[src/rtl/modbus_scan_pkg.sv]
// -----------------------------------------------------------------------------
// modbus_scan_pkg
// Shared definitions for the Modbus master-mode poll scheduler:
//   - scheduler state encoding
//   - counter / index widths
//   - Modbus function codes shared with modbus_controller
//   - scan-count clamp helper
// -----------------------------------------------------------------------------
package modbus_scan_pkg;

    localparam int CNT_W = 16;
    localparam int IDX_W = 8;

    typedef enum logic [2:0] {
        ST_IDLE     = 3'd0,
        ST_FETCH    = 3'd1,
        ST_ISSUE    = 3'd2,
        ST_WAIT_RSP = 3'd3,
        ST_PERIOD   = 3'd4
    } scan_state_t;

    // Function codes understood by the frame engine
    localparam logic [7:0] FC_READ_COILS          = 8'h01;
    localparam logic [7:0] FC_READ_DISCRETE       = 8'h02;
    localparam logic [7:0] FC_READ_HOLDING        = 8'h03;
    localparam logic [7:0] FC_READ_INPUT          = 8'h04;
    localparam logic [7:0] FC_WRITE_SINGLE_COIL   = 8'h05;
    localparam logic [7:0] FC_WRITE_SINGLE_REG    = 8'h06;
    localparam logic [7:0] FC_WRITE_MULTI_COILS   = 8'h0F;
    localparam logic [7:0] FC_WRITE_MULTI_REGS    = 8'h10;

    // Limit the CSR entry count to the physical table depth
    function automatic logic [IDX_W-1:0] clamp_count(input logic [IDX_W-1:0] cnt,
                                                     input logic [IDX_W-1:0] max_cnt);
        return (cnt > max_cnt) ? max_cnt : cnt;
    endfunction

endpackage

[src/rtl/ms_tick_gen.sv]
// -----------------------------------------------------------------------------
// ms_tick_gen
// Free-running millisecond prescaler. Counts 0..TICKS_PER_MS-1 and raises
// tick for one clock while the count sits at its terminal value.
// Ports:
//   clk   in  system clock
//   rst   in  synchronous reset, active high
//   clr   in  restart the prescaler from 0 (aligned with a ms timer clear)
//   tick  out one-cycle millisecond pulse (registered)
// -----------------------------------------------------------------------------
module ms_tick_gen #(
    parameter int TICKS_PER_MS = 50000
) (
    input  logic clk,
    input  logic rst,
    input  logic clr,
    output logic tick
);

    localparam int CW = (TICKS_PER_MS > 1) ? $clog2(TICKS_PER_MS) : 1;
    localparam logic [CW-1:0] LAST_C = CW'(TICKS_PER_MS - 1);

    logic [CW-1:0] cnt_r;
    logic [CW-1:0] cnt_nxt_s;
    logic          tick_r;

    // Next prescaler value: clear has priority over wrap and increment
    always_comb begin
        cnt_nxt_s = cnt_r;
        if (clr) begin
            cnt_nxt_s = {CW{1'b0}};
        end else if (cnt_r == LAST_C) begin
            cnt_nxt_s = {CW{1'b0}};
        end else begin
            cnt_nxt_s = cnt_r + CW'(1);
        end
    end

    // Prescaler register; tick is registered so it is high exactly while cnt_r is terminal
    always_ff @(posedge clk) begin
        if (rst) begin
            cnt_r  <= {CW{1'b0}};
            tick_r <= 1'b0;
        end else begin
            cnt_r  <= cnt_nxt_s;
            tick_r <= (cnt_nxt_s == LAST_C);
        end
    end

    assign tick = tick_r;

endmodule

[src/rtl/modbus_scan_scheduler.sv]
// -----------------------------------------------------------------------------
// modbus_scan_scheduler
// Master-mode poll sequencer. Walks the CSR scan table, issues one request per
// entry to the frame engine, waits for a response or a per-attempt timeout,
// retries failed entries, counts failures and completed passes and idles
// scan_period_ms between passes.
// Ports:
//   clk, rst                      clock, synchronous active-high reset
//   scan_en, scan_count,
//   scan_retry_max, scan_period_ms scan configuration from the CSR block
//   stats_clr                     pulse: zero scan_cycles_done / scan_err_count
//   scan_idx                      table read index; scan_slave/func/start_addr/qty
//                                 return the entry one cycle later
//   req_valid/req_ready, req_*    request handshake and latched entry fields
//   rsp_done, rsp_ok              response completion pulse and its status
//   busy                          scheduler not in IDLE
//   scan_cycles_done              completed passes (wrapping)
//   scan_err_count                entries failed after all retries (saturating)
//   scan_err_map                  per-entry failure flags, only when the
//                                 SCAN_ERR_MAP_EN macro is defined
// -----------------------------------------------------------------------------
module modbus_scan_scheduler
    import modbus_scan_pkg::*;
#(
    parameter int SCAN_MAX        = 16,
    parameter int TICKS_PER_MS    = 50000,
    parameter int RESP_TIMEOUT_MS = 200
) (
    input  logic              clk,
    input  logic              rst,
    input  logic              scan_en,
    input  logic [IDX_W-1:0]  scan_count,
    input  logic [3:0]        scan_retry_max,
    input  logic [CNT_W-1:0]  scan_period_ms,
    input  logic              stats_clr,
    output logic [IDX_W-1:0]  scan_idx,
    input  logic [7:0]        scan_slave,
    input  logic [7:0]        scan_func,
    input  logic [15:0]       scan_start_addr,
    input  logic [15:0]       scan_qty,
    output logic              req_valid,
    input  logic              req_ready,
    output logic [7:0]        req_slave,
    output logic [7:0]        req_func,
    output logic [15:0]       req_addr,
    output logic [15:0]       req_qty,
    input  logic              rsp_done,
    input  logic              rsp_ok,
    output logic              busy,
    output logic [CNT_W-1:0]  scan_cycles_done,
    output logic [CNT_W-1:0]  scan_err_count
`ifdef SCAN_ERR_MAP_EN
    ,
    output logic [SCAN_MAX-1:0] scan_err_map
`endif
);

    localparam logic [IDX_W-1:0] SCAN_MAX_C = IDX_W'(SCAN_MAX);
    localparam logic [CNT_W:0]   RESP_TO_C  = (CNT_W+1)'(RESP_TIMEOUT_MS);

    scan_state_t       state_r, state_nxt_s, adv_state_s;
    logic [IDX_W-1:0]  scan_idx_r, count_c_s;
    logic [3:0]        retry_r;
    logic [CNT_W-1:0]  ms_timer_r, cycles_r, err_r;
    logic [CNT_W:0]    timer_inc_s;
    logic              req_valid_r, busy_r;
    logic [7:0]        req_slave_r, req_func_r;
    logic [15:0]       req_addr_r, req_qty_r;
    logic              tick_s, last_s, timeout_s, period_hit_s;
    logic              latch_s, retry_clr_s, retry_inc_s, issue_clr_s, idx_zero_s;
    logic              advance_s, err_inc_s, map_set_s, map_clr_s;
    logic              cyc_inc_s, idx_inc_s, timer_clr_s;

    ms_tick_gen #(.TICKS_PER_MS(TICKS_PER_MS)) u_ms_tick (
        .clk  (clk),
        .rst  (rst),
        .clr  (timer_clr_s),
        .tick (tick_s)
    );

    assign count_c_s = clamp_count(scan_count, SCAN_MAX_C);
    // A count that shrank below the current index (or to zero) ends the pass here
    assign last_s = (count_c_s == 8'd0) || (scan_idx_r >= (count_c_s - 8'd1));
    // One bit wider so the compare cannot wrap at 16'hFFFF
    assign timer_inc_s  = {1'b0, ms_timer_r} + 17'd1;
    assign timeout_s    = tick_s && (timer_inc_s >= RESP_TO_C);
    assign period_hit_s = (scan_period_ms == 16'd0) ||
                          (tick_s && (timer_inc_s >= {1'b0, scan_period_ms}));
    assign adv_state_s  = !scan_en ? ST_IDLE : (last_s ? ST_PERIOD : ST_FETCH);
    assign cyc_inc_s    = advance_s && last_s;
    assign idx_inc_s    = advance_s && !last_s;
    assign timer_clr_s  = issue_clr_s || cyc_inc_s;

    // Next-state and control strobes
    always_comb begin
        state_nxt_s = state_r;
        latch_s     = 1'b0;
        retry_clr_s = 1'b0;
        retry_inc_s = 1'b0;
        issue_clr_s = 1'b0;
        idx_zero_s  = 1'b0;
        advance_s   = 1'b0;
        err_inc_s   = 1'b0;
        map_set_s   = 1'b0;
        map_clr_s   = 1'b0;
        case (state_r)
            ST_IDLE: begin
                if (scan_en && (count_c_s != 8'd0)) begin
                    idx_zero_s  = 1'b1;
                    state_nxt_s = ST_FETCH;
                end else begin
                    state_nxt_s = ST_IDLE;
                end
            end
            ST_FETCH: begin
                if (scan_en) begin
                    latch_s     = 1'b1;
                    retry_clr_s = 1'b1;
                    state_nxt_s = ST_ISSUE;
                end else begin
                    state_nxt_s = ST_IDLE;
                end
            end
            ST_ISSUE: begin
                // Request is never withdrawn, even with scan_en low
                if (req_ready) begin
                    issue_clr_s = 1'b1;
                    state_nxt_s = ST_WAIT_RSP;
                end else begin
                    state_nxt_s = ST_ISSUE;
                end
            end
            ST_WAIT_RSP: begin
                // A response in the timeout cycle takes precedence over the timeout
                if (rsp_done && rsp_ok) begin
                    map_clr_s   = 1'b1;
                    advance_s   = 1'b1;
                    state_nxt_s = adv_state_s;
                end else if (rsp_done || timeout_s) begin
                    if (retry_r >= scan_retry_max) begin
                        err_inc_s   = 1'b1;
                        map_set_s   = 1'b1;
                        advance_s   = 1'b1;
                        state_nxt_s = adv_state_s;
                    end else if (scan_en) begin
                        retry_inc_s = 1'b1;
                        state_nxt_s = ST_ISSUE;
                    end else begin
                        state_nxt_s = ST_IDLE;
                    end
                end else begin
                    state_nxt_s = ST_WAIT_RSP;
                end
            end
            ST_PERIOD: begin
                if (!scan_en) begin
                    state_nxt_s = ST_IDLE;
                end else if (period_hit_s) begin
                    idx_zero_s  = 1'b1;
                    state_nxt_s = ST_FETCH;
                end else begin
                    state_nxt_s = ST_PERIOD;
                end
            end
            default: begin
                state_nxt_s = ST_IDLE;
            end
        endcase
    end

    // State register
    always_ff @(posedge clk) begin
        if (rst) begin
            state_r <= ST_IDLE;
        end else begin
            state_r <= state_nxt_s;
        end
    end

    // Request interface, index, retry count and status flags
    always_ff @(posedge clk) begin
        if (rst) begin
            req_valid_r <= 1'b0;
            busy_r      <= 1'b0;
            req_slave_r <= 8'd0;
            req_func_r  <= 8'd0;
            req_addr_r  <= 16'd0;
            req_qty_r   <= 16'd0;
            scan_idx_r  <= 8'd0;
            retry_r     <= 4'd0;
        end else begin
            req_valid_r <= (state_nxt_s == ST_ISSUE);
            busy_r      <= (state_nxt_s != ST_IDLE);
            if (latch_s) begin
                req_slave_r <= scan_slave;
                req_func_r  <= scan_func;
                req_addr_r  <= scan_start_addr;
                req_qty_r   <= scan_qty;
            end
            if (idx_zero_s) begin
                scan_idx_r <= 8'd0;
            end else if (idx_inc_s) begin
                scan_idx_r <= scan_idx_r + 8'd1;
            end
            if (retry_clr_s) begin
                retry_r <= 4'd0;
            end else if (retry_inc_s) begin
                retry_r <= retry_r + 4'd1;
            end
        end
    end

    // Millisecond timer shared by the response timeout and the inter-pass gap
    always_ff @(posedge clk) begin
        if (rst) begin
            ms_timer_r <= 16'd0;
        end else if (timer_clr_s) begin
            ms_timer_r <= 16'd0;
        end else if (tick_s && ((state_r == ST_WAIT_RSP) || (state_r == ST_PERIOD))) begin
            ms_timer_r <= ms_timer_r + 16'd1;
        end
    end

    // Statistics counters; stats_clr beats a simultaneous increment
    always_ff @(posedge clk) begin
        if (rst) begin
            cycles_r <= 16'd0;
            err_r    <= 16'd0;
        end else if (stats_clr) begin
            cycles_r <= 16'd0;
            err_r    <= 16'd0;
        end else begin
            if (cyc_inc_s) begin
                cycles_r <= cycles_r + 16'd1;
            end
            if (err_inc_s && (err_r != 16'hFFFF)) begin
                err_r <= err_r + 16'd1;
            end
        end
    end

`ifdef SCAN_ERR_MAP_EN
    logic [SCAN_MAX-1:0] err_map_r;

    // Per-entry failure flags: set on final failure, cleared on success
    always_ff @(posedge clk) begin
        if (rst) begin
            err_map_r <= {SCAN_MAX{1'b0}};
        end else if (stats_clr) begin
            err_map_r <= {SCAN_MAX{1'b0}};
        end else begin
            for (int i = 0; i < SCAN_MAX; i++) begin
                if (scan_idx_r == IDX_W'(i)) begin
                    if (map_set_s) begin
                        err_map_r[i] <= 1'b1;
                    end else if (map_clr_s) begin
                        err_map_r[i] <= 1'b0;
                    end
                end
            end
        end
    end

    assign scan_err_map = err_map_r;
`else
    logic map_unused_s;
    assign map_unused_s = map_set_s ^ map_clr_s;
`endif

    assign scan_idx         = scan_idx_r;
    assign req_valid        = req_valid_r;
    assign req_slave        = req_slave_r;
    assign req_func         = req_func_r;
    assign req_addr         = req_addr_r;
    assign req_qty          = req_qty_r;
    assign busy             = busy_r;
    assign scan_cycles_done = cycles_r;
    assign scan_err_count   = err_r;

endmodule

[config.mk]
export PLATFORM = sky130hd
export DESIGN_NAME = modbus_scan_scheduler
export DESIGN_NICKNAME = d
export VERILOG_FILES = /design/src/rtl/modbus_scan_pkg.sv /design/src/rtl/ms_tick_gen.sv /design/src/rtl/modbus_scan_scheduler.sv
export SDC_FILE = /design/constraint.sdc
export NUM_CORES = 1
export LEC_CHECK = 0
export ABC_CLOCK_PERIOD_IN_PS = 5800
export CORE_MARGIN = 2
export CORE_UTILIZATION = 50
export DETAILED_ROUTE_END_ITERATION = 12
export PLACE_DENSITY_LB_ADDON = 0.05
export RECOVER_POWER = 100
export SLEW_MARGIN = 20
export SYNTH_ARGS = -nofsm -noshare
export SYNTH_HDL_FRONTEND = slang
export SYNTH_SLANG_ARGS = --single-unit
[constraint.sdc]
create_clock -name clk -period 5.8 [get_ports clk]
set_input_delay 0.58 -clock clk [delete_from_list [all_inputs] [get_ports clk]]
set_output_delay 0.58 -clock clk [all_outputs]
set_load 0.005 [all_outputs]
==> impl_metrics.ini <==
[grt]
overflow = 0
grt_pass1_vias = 6001
grt_max_degree = 63
global_route.usage.total_pct = 24.09
grt_pass1_wl_um = 28710
antenna_found_initial = 0

[sta]
slew_violations = 49
finalCritPeriodShare_pct = 79.35
finalSetupTns_ns = 0
hold_viol = 0
setup_viol = 0
holdWs_ns = 0.4469
finalCriticalPeriod_ns = 4.602
fmax_mhz = 217.3
worst_pin_slew_ns = 2.068
max-slew-margin-rel_pct = -37.84
rsz0062_at_grt = no
fin_skew_ns = 0.006171

[die]
die_x_um = 121.7
die_h_um = 121.7
dieArea_mm2 = 0.01481
rows = 43
core-area_mm2 = 0.01372
io_pins = 173
initial_core_util_pct = 50.50

[power]
ir_drop_v = 0.0001961
p_per_area_mw_per_mm2 = 245.6
power_leakage_nw = 3.796
power.total_mw = 2.295

[clock_tree]
clock_sinks = 130
insertion_delay_ns = 0.42
cts_setup_buffers = 0
clockRootBuffer = clkbuf_16
cts_tree = yes
clkTransAtPathRegs_ns = 0.06
htreeDepth = 4
clockBufferDepth = 2
cts_hold_buf = 0
cts_buffers = 17
post_cts_resized = 0

[critical_path]
critPathMaxFanout = 25
cp-start-kind = input pin
crit_path_end_kind = register
timing.rr.end = busy
critPathLaunch = scan_count[7]
worstPathRequired_ns = 6.09
timing.rr.start = ms_timer_r[0]
r2r_setup_slack_ns = 1.52
endpoint = u_ms_tick.tick
crit_arrival_ns = 4.89
path_class = in -> reg
r2r_cells = 13

[final_layout]
n_antenna_cell = 0
finalNetCount = 1142
regArea_mm2 = 0.002603
multi_input_area_mm2 = 0.003980
fill_cells = 1171
drive_above_1_share_pct = 4.928
syn_to_final_growth_pct = 34.86
finalCoreUtilization_pct = 68.10
finish.instance_area_mm2 = 0.009343

[routing]
wl_um = 17640
wl_per_cell_um = 14.52
drtIter0Drc = 478
route.detailed.drc = 0
viasPerCell = 5.345
dr.pass1.iters = 5
antenna_left = 0
routed-via-count = 6494

[yosys]
yosys.area.top_type = dfxtp_1
ys_ff_latch = 130
syn-num-nets = 991
synth_edf_count = 0
async_flop_share_pct = 0
postSynthCellCount = 871
yosys.cell_types.count = 62
seq_area_frac_synth_pct = 37.57
synthFlopType = dfxtp_1
syn_avg_cell_area_um2 = 7.954
syn_area_mm2 = 0.006928
synth_top_cell_area_share_pct = 37.57
synth.top_cells.by_area = dfxtp_1 (38%), nand2_1 (9.0%), a21oi_1 (6.7%), ha_1 (6.7%), xnor2_1 (5.6%)
ys_warn_count = 0

[worst_hold_path]
min_path_type = reg -> reg

[place]
place_area_mm2 = 0.008703
io_buffers = 172
dp_hpwl_um = 12540
gp_congestion = 0.8592

[run]
drv_cap = 1

[status]
status = finished with violations
violations = capacitance limit, slew limit
## how the worst min path moves through the flow
| stage | start | endpoint | slack (ns) | depth (start not counted) |
|---|---|---|---|---|
| 2_1_floorplan | u_ms_tick.cnt_r[0] | u_ms_tick.cnt_r[0] | 0.43 | 1 |
| 3_3_place_gp | req_addr[4] | req_addr[4] | 0.44 | 2 |
| 3_5_place_dp | req_qty[10] | req_qty[10] | 0.45 | 2 |
| 4_1_cts | req_qty[10] | req_qty[10] | 0.45 | 2 |
| 5_1_grt | req_qty[12] | req_qty[12] | 0.46 | 2 |
| 6_report | req_qty[0] | req_qty[0] | 0.45 | 2 |
## worst max-delay path, cell delays in order
cell and delay, ns:
dlygate4sd3_1 0.55, nor4_1 0.61, nand2_1 0.21, ha_1 0.28, o21a_1 0.20, ha_1 0.26, and3_1 0.13, o221ai_1 0.09
o21ai_0 0.54, nand3_1 0.39, nand3_2 0.16, buf_4 0.30, or2_0 0.46, nor4_1 0.11
## cell usage after synthesis (8+ instances only)
library cell / n
a21oi_1: 93
and3_1: 14
clkbuf_1: 28
dfxtp_1: 130
ha_1: 37
inv_1: 33
mux2i_1: 8
nand2_1: 166
nand2b_1: 8
nand3_1: 25
nand4_1: 13
nor2_1: 82
nor3_1: 14
nor4_1: 9
o21ai_0: 12
or3_1: 17
xnor2_1: 44
xor2_1: 22
## report_power, final
part,switching (mW),internal [mW]
registers,0.00856,0.909
clock network,0.410,0.801
logic,0.0767,0.0894
## state kept, by name, indices dropped and copies added, names as in the netlist, 8 cells and up
register	cells
scan_idx	8
req_func	8
req_slave	8
req_addr	16
u_ms_tick.cnt_r	16
ms_timer_r	16
scan_err_count	16
req_qty	16
scan_cycles_done	16
## cells by family (layout without fill, tap and decap cells)
logic type               after synthesis  count (layout)  synth area share (%)
AND/OR/NAND/NOR                      390             390                 27.05
AO/OA/AOI/OAI                        163             163                 14.50
flip-flops                           130             130                 37.57
buffers and inverters                 77             241                 4.696
XOR/XNOR                              66              66                 8.344
adder cells (fa/ha/maj)               37              37                 6.682
multiplexers                           8               8                 1.156
## stage by stage
stage               cells  setup WS (ns)
floorplan             871          2.200
global placement     1183          1.348
detailed placement   1183          1.207
CTS                  1215          1.598
global route         1215         0.8339
finish               1215          1.198
## layout by cell type, fill, tap and decap left out, drive strengths merged, types with 8 or more instances in the layout
cell	netlist	final
nand2	166	166
dfxtp	130	130
a21oi	93	93
dlygate4sd3	0	92
nor2	82	82
clkdlybuf4s50	0	79
xnor2	44	44
ha	37	37
inv	33	35
nand3	28	28
xor2	22	22
clkbuf	29	22
or3	17	17
nor3	16	16
nand4	15	15
o21ai	14	14
and3	14	14
or4	10	10
nor4	9	9
mux2i	8	8
nand2b	8	8
## area by class of cell
cell class | count | area share, %
well taps | 180 | 2.411
clock inverters | 11 | 2.116
inverters | 33 | 1.326
repair buffers | 176 | 18.66
clock buffers | 21 | 5.035
flip-flops and latches | 130 | 27.86
multi-input cells | 664 | 42.60
## metal layers
layer	wire length (um)	global-route usage [%]
met5	0	0
met4	216	6.825
met3	1334	8.614
met2	8154	38.73
met1	7939	30.61
(Power assumes the default switching activity.)
